===== src/rtl/mem_port_arbiter.sv =====
// Arbitrates the single cache-bus port between instruction fetch and the memory stage.
// One latched, single-beat transaction at a time; D side wins contention up to a streak limit.
module mem_port_arbiter #(
    parameter int unsigned MAX_D_STREAK = 4
) (
    input  logic        clk,
    input  logic        reset,

    input  logic        ireq_valid,
    input  logic [63:0] iaddr,
    output logic        iresp_data_ok,
    output logic [31:0] iresp_data,

    input  logic        dreq_valid,
    input  logic [63:0] daddr,
    input  logic        dis_write,
    input  logic [2:0]  dsize,
    input  logic [7:0]  dstrobe,
    input  logic [63:0] dwdata,
    output logic        dresp_data_ok,
    output logic [63:0] dresp_data,

    output logic        creq_valid,
    output logic [63:0] creq_addr,
    output logic        creq_is_write,
    output logic [2:0]  creq_size,
    output logic [7:0]  creq_strobe,
    output logic [63:0] creq_data,
    input  logic        cresp_ready,
    input  logic        cresp_last,
    input  logic [63:0] cresp_data
);

    typedef enum logic [1:0] {
        IDLE   = 2'd0,
        BUSY_I = 2'd1,
        BUSY_D = 2'd2
    } state_e;

    localparam logic [2:0] MSIZE_32BITS = 3'd2;
    localparam logic [3:0] STREAK_MAX   = 4'(MAX_D_STREAK);

    state_e      state_q, state_d;
    logic [3:0]  d_streak_q, d_streak_d;
    logic [63:0] addr_q, addr_d;
    logic        is_write_q, is_write_d;
    logic [2:0]  size_q, size_d;
    logic [7:0]  strobe_q, strobe_d;
    logic [63:0] data_q, data_d;

    logic complete;
    logic busy;

    assign complete = cresp_ready & cresp_last;
    assign busy     = (state_q == BUSY_I) || (state_q == BUSY_D);

    always_ff @(posedge clk or posedge reset) begin
        if (reset) begin
            state_q    <= IDLE;
            d_streak_q <= '0;
            addr_q     <= '0;
            is_write_q <= 1'b0;
            size_q     <= '0;
            strobe_q   <= '0;
            data_q     <= '0;
        end else begin
            state_q    <= state_d;
            d_streak_q <= d_streak_d;
            addr_q     <= addr_d;
            is_write_q <= is_write_d;
            size_q     <= size_d;
            strobe_q   <= strobe_d;
            data_q     <= data_d;
        end
    end

    always_comb begin
        state_d    = state_q;
        d_streak_d = d_streak_q;
        addr_d     = addr_q;
        is_write_d = is_write_q;
        size_d     = size_q;
        strobe_d   = strobe_q;
        data_d     = data_q;

        case (state_q)
            IDLE: begin
                // Fetch is forced only when it is actually waiting and D has used its streak.
                if (dreq_valid && !(ireq_valid && d_streak_q == STREAK_MAX)) begin
                    state_d    = BUSY_D;
                    addr_d     = daddr;
                    is_write_d = dis_write;
                    size_d     = dsize;
                    strobe_d   = dis_write ? dstrobe : '0;
                    data_d     = dis_write ? dwdata : '0;
                    if (ireq_valid)
                        d_streak_d = (d_streak_q == STREAK_MAX) ? STREAK_MAX : d_streak_q + 4'd1;
                    else
                        d_streak_d = '0;
                end else if (ireq_valid) begin
                    state_d    = BUSY_I;
                    addr_d     = iaddr;
                    is_write_d = 1'b0;
                    size_d     = MSIZE_32BITS;
                    strobe_d   = '0;
                    data_d     = '0;
                    d_streak_d = '0;
                end
            end
            BUSY_I, BUSY_D: begin
                if (complete)
                    state_d = IDLE;
            end
            default: state_d = IDLE;
        endcase
    end

    assign creq_valid    = busy;
    assign creq_addr     = busy ? addr_q : '0;
    assign creq_is_write = busy & is_write_q;
    assign creq_size     = busy ? size_q : '0;
    assign creq_strobe   = busy ? strobe_q : '0;
    assign creq_data     = busy ? data_q : '0;

    assign iresp_data_ok = (state_q == BUSY_I) & complete;
    assign dresp_data_ok = (state_q == BUSY_D) & complete;
    assign iresp_data    = !iresp_data_ok ? '0 :
                           (addr_q[2] ? cresp_data[63:32] : cresp_data[31:0]);
    assign dresp_data    = dresp_data_ok ? cresp_data : '0;

endmodule


===== config.mk =====
export PLATFORM = sky130hd
export DESIGN_NAME = mem_port_arbiter
export DESIGN_NICKNAME = d
export VERILOG_FILES = /design/src/rtl/mem_port_arbiter.sv
export SDC_FILE = /design/constraint.sdc
export NUM_CORES = 1
export LEC_CHECK = 0
export CAP_MARGIN = 20
export CORE_AREA = 3 3 197 199
export CTS_BUF_LIST = sky130_fd_sc_hd__clkbuf_2 sky130_fd_sc_hd__clkbuf_4 sky130_fd_sc_hd__clkbuf_8
export CTS_CLUSTER_SIZE = 25
export DETAILED_ROUTE_END_ITERATION = 6
export DIE_AREA = 0 0 200 202
export GPL_TIMING_DRIVEN = 0
export PLACE_DENSITY = 0.57
export SYNTH_ARGS = -nofsm -noshare
export SYNTH_HDL_FRONTEND = slang
export SYNTH_SLANG_ARGS = --single-unit

===== constraint.sdc =====
create_clock -name clk -period 12.75 [get_ports clk]
set_input_delay 1.9125 -clock clk [delete_from_list [all_inputs] [get_ports clk]]
set_output_delay 1.9125 -clock clk [all_outputs]
set_load 0.01 [all_outputs]

# [After elaboration in Yosys (flattened, before gate mapping)]
# Index checks and enable logic that the tools add are counted.
[totals] reg_bits=146 latchBits=0 mem_bits_rw=0 mem_bits_ro=0 inputBits=274 out_inout_bits=239 memories=0
[op_classes] n_addsub=1 mul=0 div_mod_pow=0 n_lt_le_gt_ge=0 n_eq_ne=5 n_shift=0 n_mux=27 bitwise=4 n_reduce_logical=9
[ops] op="$mux W64" count=8
[ops] op="$mux W32" count=2
[ops] op="$mux W8" count=4
[ops] op="$mux W4" count=4
[ops] op="$mux W3" count=3
[ops] op="$mux W2" count=3
[ops] op="$add A4 B1 Y4 const B" count=1
[ops] op="$and A1 B1 Y1" count=4
[ops] op="$eq A4 B3 Y1 const B" count=1
[ops] op="$pmux W2 S2" count=1
[ops] op="$reduce_and A2 Y1" count=2
[ops] op="$ne A3 B3 Y1 const B" count=1
[ops] op="$eq A2 B1 Y1 const B" count=1
[ops] op="$eq A2 B2 Y1 const B" count=1
[ops] op="$logic_and A1 B1 Y1" count=2
[ops] op="$logic_not A2 Y1" count=1
[ops] op="$mux W1" count=2
[ops] op="$ne A2 B2 Y1 const B" count=1
[ops] op="$reduce_bool A2 Y1" count=1
[ops] op="$reduce_or A2 Y1" count=1
[ops] op="$logic_not A1 Y1" count=1
[ops] op="$logic_or A1 B1 Y1" count=1

# [Logic depth before layout (Yosys ltp)]
# Gate-level depths: netlist of the first run.
[logic_depth] ltp_word=6 ltp_mapped=9

# [Worst setup path before layout of the first run]
# No wires, ideal clock.
[synth_path] path_type="input-to-output" start="in cresp_ready" end="out dresp_data[10]" arrival_ns=2.684 t_required_ns=10.837 slack_ns=8.153 path_stages=4 n_path_buf=2 cell_sequence="and3_1 -> clkbuf_1 -> clkbuf_1 -> and2_1"
[synth_via] elab_chain_cells=3
[synth_lines] element="from (decl)" line_no="29" text="input logic cresp_ready,"
[synth_lines] element="$and A1 B1 Y1" line_no="54" text="assign complete = cresp_ready & cresp_last;"
[synth_lines] element="$and A1 B1 Y1" line_no="126" text="assign dresp_data_ok = (state_q == BUSY_D) & complete;"
[synth_lines] element="$mux W64" line_no="129" text="assign dresp_data = dresp_data_ok ? cresp_data : '0;"
[synth_lines] element="to (decl)" line_no="21" text="output logic [63:0] dresp_data,"
# Every way passes these cells.

# [Worst setup path after layout of the first run]
[layout_path] start="in cresp_ready" end="out dresp_data[5]"
# Same word-level chain as after synthesis.

==> impl_metrics.tcl, run 1 <==
set metrics [dict create \
    port_buffers 511 \
    clock_latency_ps 470 \
    syn-num-nets 1315 \
    crit_fanout 10 \
    period_minus_slack_ps 6140 \
    synthFlopType "dfrtp_1" \
    drive_gt1_share_pct 7.03 \
    ys_ff_latch 146 \
    cap_violations 0 \
    max-clock-path-buffers 2 \
    r2r-end "addr_q[39]" \
    rsz0062_at_grt "false" \
    postCtsSetupBuffers 0 \
    synthCells 1036 \
    crit_path_start_kind "input pin" \
    grt_usage_pct 19.6 \
    start_util_pct 23.0 \
    finalMaxSlewViolations 0 \
    fin_nets 1846 \
    yosys-top-cells-count "nand2_1 (279), and2_1 (206), dfrtp_1 (146)" \
    hpwl_um 33100 \
    die_y_um 202 \
    vias 9377 \
    gp_congestion 0.856 \
    cts_tree "done" \
    num_io_pins 513 \
    syn-cell-area_mm2 0.00859 \
    whs_endpoint "strobe_q[5]" \
    finClkSkew_ps 19.9 \
    min_path_cells 2 \
    tightestPinTransition_ps 961 \
    hp-start "strobe_q[5]" \
    critPathArrivalTime_ps 4230 \
    yosys_warnings 0 \
    avgSynthCellArea_um2 8.29 \
    r2r_cells 7 \
    cp.required_ps 10840 \
    worstSetupEndpointType "output port" \
    die-area_mm2 0.0404 \
    path_class "input pin to output port" \
    seq_area_frac_synth_pct 42.5 \
    antenna_found_initial 3 \
    avgViaCountPerCell 4.48 \
    drc 0 \
    async_reset_ff_share_pct 100 \
    clk_pin_slew_worst_paths_ps 80 \
    route.detailed.wl_per_inst_um 19.6 \
    cts_buffers 17 \
    clock-sinks 146 \
    drtIter0Drc 282 \
    ys_types 31 \
    yosysMostFrequentCell "nand2_1" \
    cts-hold-fix-buffers 0 \
    hold_path_class "flip-flop to flip-flop" \
    setup_viol 0 \
    grt_start_max_net_pins 79 \
    area_growth_pct 72.2 \
    rows 71 \
    ir_worst_vdd_v 0.0000885 \
    drt_pass1_iterations 4 \
    routed_wl_um 40900 \
    clockRootBuffer "clkbuf_8" \
    status "finished, final reports clean" \
    ant_nets 0 \
    design.core.area_mm2 0.0374 \
    post_cts_resized 0 \
    fin_util_pct 39.5 \
    fmax_mhz 163 \
    overflow 0 \
    p_per_area_mw_per_mm2 172 \
    p_leak_nw 6.04 \
    reg2reg_from "state_q[0]" \
    tns_ps 0 \
    reg2reg_slack_ps 10540 \
    synth_top_cell_by_area "dfrtp_1" \
    h-tree-depth 4 \
    yosysTopAreaCellShare_pct 42.5 \
    die_x_um 200 \
    synth_edf_count 0 \
    slew_headroom_pct 35.9 \
    cp-startpoint "cresp_ready" \
    period_share_pct 48.2 \
    grt_pass1_wl_um 60100 \
    yosys-top-cells-area "dfrtp_1 (43%), and2_1 (15%), nand2_1 (12%)" \
    finalHoldViolCount 0 \
    grt_pass1_vias 9982 \
]
## state kept, by name, indices dropped and copies added, names as in the netlist
signal,cells
addr_q,64
data_q,64
strobe_q,8
d_streak_q,4
size_q,3
state_q,2
is_write_q,1
## how the worst max path moves through the flow
stage                         end  cells after the start  slack (ps)
finish              dresp_data[5]                      6        6610
global route        dresp_data[5]                      6        6440
CTS                 dresp_data[6]                      6        6600
detailed placement  dresp_data[6]                      6        6610
global placement        addr_q[0]                      2        4390
floorplan               addr_q[0]                      1        6910
## area by class of cell
cell class              count  area, µm²
plain buffers              97        440
inverters                   9       41.3
clock inverters            13        153
flip-flops and latches    146       3650
fillers                  3875      22600
multi-input cells         784       4460
diodes                      3       7.51
well taps                 511        639
repair buffers            512       5140
clock buffers              18        248
## worst max-delay path: stages
cell	delay (ps)
clkdlybuf4s50_1	500
and3_1	180
clkbuf_1	380
clkbuf_1	370
and2_1	180
clkdlybuf4s50_1	690
## routing by layer
| layer | vias up | wire, µm | global-route usage, % |
|---|---|---|---|
| met5 | - | 23 | 0 |
| met4 | 4 | 871 | 5.13 |
| met3 | 39 | 3080 | 5.60 |
| met2 | 345 | 21900 | 37.2 |
| met1 | 4487 | 15000 | 20.9 |
| li1 | 4502 | - | - |
## stage by stage
step | worst slack, ps | power (mW) | hold WS, ps | std cells | cell area (µm²)
after floorplan | 6910 | 1.45 | 442 | 1036 | 8590
after global placement | 4390 | 2.17 | 458 | 2058 | 14300
after detailed placement | 6610 | 2.18 | 463 | 2059 | 14400
after CTS | 6600 | 2.58 | 485 | 2090 | 14800
after global routing | 6440 | 2.73 | 508 | 2090 | 14800
final | 6610 | 2.54 | 481 | 2093 | 14800
## power by group
group | switching (mW) | internal (mW) | total, mW
registers | 0.0812 | 0.632 | 0.713
logic | 0.779 | 0.657 | 1.44
clock network | 0.206 | 0.182 | 0.388
total | 1.07 | 1.47 | 2.54
## placed cells by master, fill, tap and decap left out, types with 2 or more instances in the layout
cell and n:
a22o_1 2, a31oi_1 2, and2_1 206, buf_1 10, buf_2 24, buf_4 2
buf_6 4, bufinv_16 2, clkbuf_1 50, clkbuf_2 7, clkbuf_8 18, clkdlybuf4s50_1 511
clkinv_4 4, clkinvlp_4 2, dfrtp_1 146, diode_2 3, ha_1 5, inv_1 8
inv_6 3, inv_8 2, mux2i_1 32, nand2_1 279, nand3_1 5, nand4_1 65
nor2_1 36, o211ai_1 24, o211ai_2 40, o21ai_0 3, o21ai_1 74, o22ai_1 2
## logic make-up (layout without fill, tap and decap cells)
group | after synthesis | count (layout) | synth area share, %
buf+inv | 106 | 649 | 5.52
flops | 146 | 146 | 42.5
other cells | 0 | 3 | 0
compound gates | 152 | 152 | 13.3
fa+ha+maj | 5 | 5 | 0.729
simple gates | 595 | 595 | 34.1
mux | 32 | 32 | 3.73
(Power assumes the default switching activity.)
==> inputs of run 2 (changes only) <==
--- a/config.mk
+++ b/config.mk
@@ -6,13 +6,13 @@
 export NUM_CORES = 1
 export LEC_CHECK = 0
 export CAP_MARGIN = 20
-export CORE_AREA = 3 3 197 199
+export CORE_AREA = 3 3 198 200
 export CTS_BUF_LIST = sky130_fd_sc_hd__clkbuf_2 sky130_fd_sc_hd__clkbuf_4 sky130_fd_sc_hd__clkbuf_8
 export CTS_CLUSTER_SIZE = 25
 export DETAILED_ROUTE_END_ITERATION = 6
-export DIE_AREA = 0 0 200 202
+export DIE_AREA = 0 0 201 203
 export GPL_TIMING_DRIVEN = 0
-export PLACE_DENSITY = 0.57
+export PLACE_DENSITY = 0.56
 export SYNTH_ARGS = -nofsm -noshare
 export SYNTH_HDL_FRONTEND = slang
 export SYNTH_SLANG_ARGS = --single-unit
==> constraint.sdc (replaced) <==
create_clock -name clk -period 6.2 [get_ports clk]
set_input_delay 0.93 -clock clk [delete_from_list [all_inputs] [get_ports clk]]
set_output_delay 0.93 -clock clk [all_outputs]
set_load 0.01 [all_outputs]
==> run 2 against run 1 <==
Via count shrank 0.29%. Clock-buffer cell count unchanged. First-iteration DRC count grew 56%. Power grew 100%.
==> impl_metrics.tcl, run 2 (synthesized netlist as in run 1, its figures left out) <==
set metrics [dict create \
    max-clock-path-buffers 2 \
    postCtsSetupBuffers 0 \
    start_util_pct 22.9 \
    slew_headroom_pct 39.1 \
    ant_nets 0 \
    clock-sinks 146 \
    cap_violations 0 \
    finalMaxSlewViolations 0 \
    die-area_mm2 0.0408 \
    dp.cells 2059 \
    overflow 0 \
    reg2reg_from "state_q[0]" \
    num_io_pins 513 \
    clk_pin_slew_worst_paths_ps 90 \
    final_cells 2094 \
    grt_pass1_wl_um 62100 \
    critPathArrivalTime_ps 3500 \
    cts_buffers 17 \
    die_y_um 203 \
    path_class "flip-flop to output port" \
    drive_gt1_share_pct 7.09 \
    period_minus_slack_ps 4430 \
    slowest_delay_ps 730 \
    top_regs "addr_q: 64 flops, data_q: 64 flops, strobe_q: 8 flops" \
    route.detailed.wl_per_inst_um 19.9 \
    grt_pass1_vias 9961 \
    period_share_pct 71.4 \
    grt_start_max_net_pins 77 \
    gp_congestion 0.892 \
    path_cells "inv_1 > ha_1 > clkbuf_1 > clkbuf_1 > and2_1 > clkdlybuf4s50_1" \
    p_per_area_mw_per_mm2 352 \
    post-place-ws_ps 2020 \
    status "finished, final reports clean" \
    final_common_cell "clkdlybuf4s50_1" \
    clock_latency_ps 480 \
    r2r-end "addr_q[39]" \
    path_depth 6 \
    post_cts_resized 0 \
    fmax_mhz 226 \
    drtIter0Drc 441 \
    crit_slowest_cell "clkbuf_1" \
    vias 9350 \
    grt_usage_pct 19.8 \
    crit_path_start_kind "flip-flop" \
    avgViaCountPerCell 4.47 \
    cpMostUsedCell "clkbuf_1" \
    die_x_um 201 \
    rows 71 \
    drt_pass1_iterations 5 \
    min_path_cells 2 \
    final_cell_mix "clkdlybuf4s50_1 (511), nand2_1 (279), and2_1 (206)" \
    hpwl_um 33400 \
    rsz0062_at_grt "false" \
    h-tree-depth 4 \
    fin_worst_hold_slack_ps 478 \
    design.core.area_mm2 0.0376 \
    nFillCells 3929 \
    cpLargestDelayFamily "buffers and inverters" \
    antenna_found_initial 3 \
    ir_worst_vdd_v 0.000172 \
    r2r_cells 7 \
    p_leak_nw 6.02 \
    port_buffers 511 \
    clockRootBuffer "clkbuf_8" \
    setup_slack_ps 1770 \
    whs_endpoint "strobe_q[4]" \
    drc 0 \
    area_growth_pct 71.8 \
    reg2reg_slack_ps 4040 \
    power_mw 5.19 \
    hold_path_class "flip-flop to flip-flop" \
    finClkSkew_ps 18.0 \
    fin_nets 1846 \
    tightestPinTransition_ps 914 \
    tns_ps 0 \
    hp-start "strobe_q[4]" \
    routed_wl_um 41700 \
    cp.required_ps 5270 \
    cts_tree "done" \
    cts-hold-fix-buffers 0 \
    path_buf_inv 4 \
    crit_fanout 10 \
    setup_viol 0 \
    finalHoldViolCount 0 \
    worstSetupEndpointType "output port" \
]
## run 2: final cells by class
type / count / area (µm²) / share of cell area [%]
inverters: 9 / 41.3 / 0.280
clock inverters: 14 / 130 / 0.882
flip-flops and latches: 146 / 3650 / 24.8
well taps: 511 / 639 / 4.33
diodes: 3 / 7.51 / 0.0509
plain buffers: 97 / 440 / 2.98
multi-input cells: 784 / 4460 / 30.2
clock buffers: 18 / 241 / 1.64
repair buffers: 512 / 5140 / 34.9
## run 2: worst register-to-register path: stages, from the launching register on
cell and delay [ps]:
dfrtp_1 420, inv_1 90, ha_1 140, buf_2 210, clkbuf_1 470, clkbuf_1 400, nand4_1 240, o211ai_2 120
## run 2: worst max-delay path by stage
| stage | end | slack (ps) | start |
|---|---|---|---|
| 2_1_floorplan | addr_q[0] | 1350 | reset |
| 3_3_place_gp | addr_q[0] | -1310 | reset |
| 3_5_place_dp | dresp_data[5] | 2020 | cresp_ready |
| 4_1_cts | creq_size[2] | 1480 | state_q[0] |
| 5_1_grt | creq_size[2] | 1410 | state_q[0] |
| 6_report | creq_size[2] | 1770 | state_q[0] |
## run 2: stage by stage
step	area, µm²	util (%)
finish	14800	39.3
global route	14800	39.3
CTS	14700	39.2
detailed placement	14400	38.3
global placement	14300	38.2
floorplan	8590	-
## run 2: layer usage
metal	GRT usage (%)	wire length, µm	up-vias
met5	0	0	-
met4	6.85	1170	0
met3	5.48	2930	47
met2	36.4	21700	364
met1	21.9	15900	4429
li1	-	-	4510
## run 2: power by group
part,internal (mW),switching (mW)
Sequential,1.30,0.173
Clock,0.325,0.431
Combinational,1.35,1.61
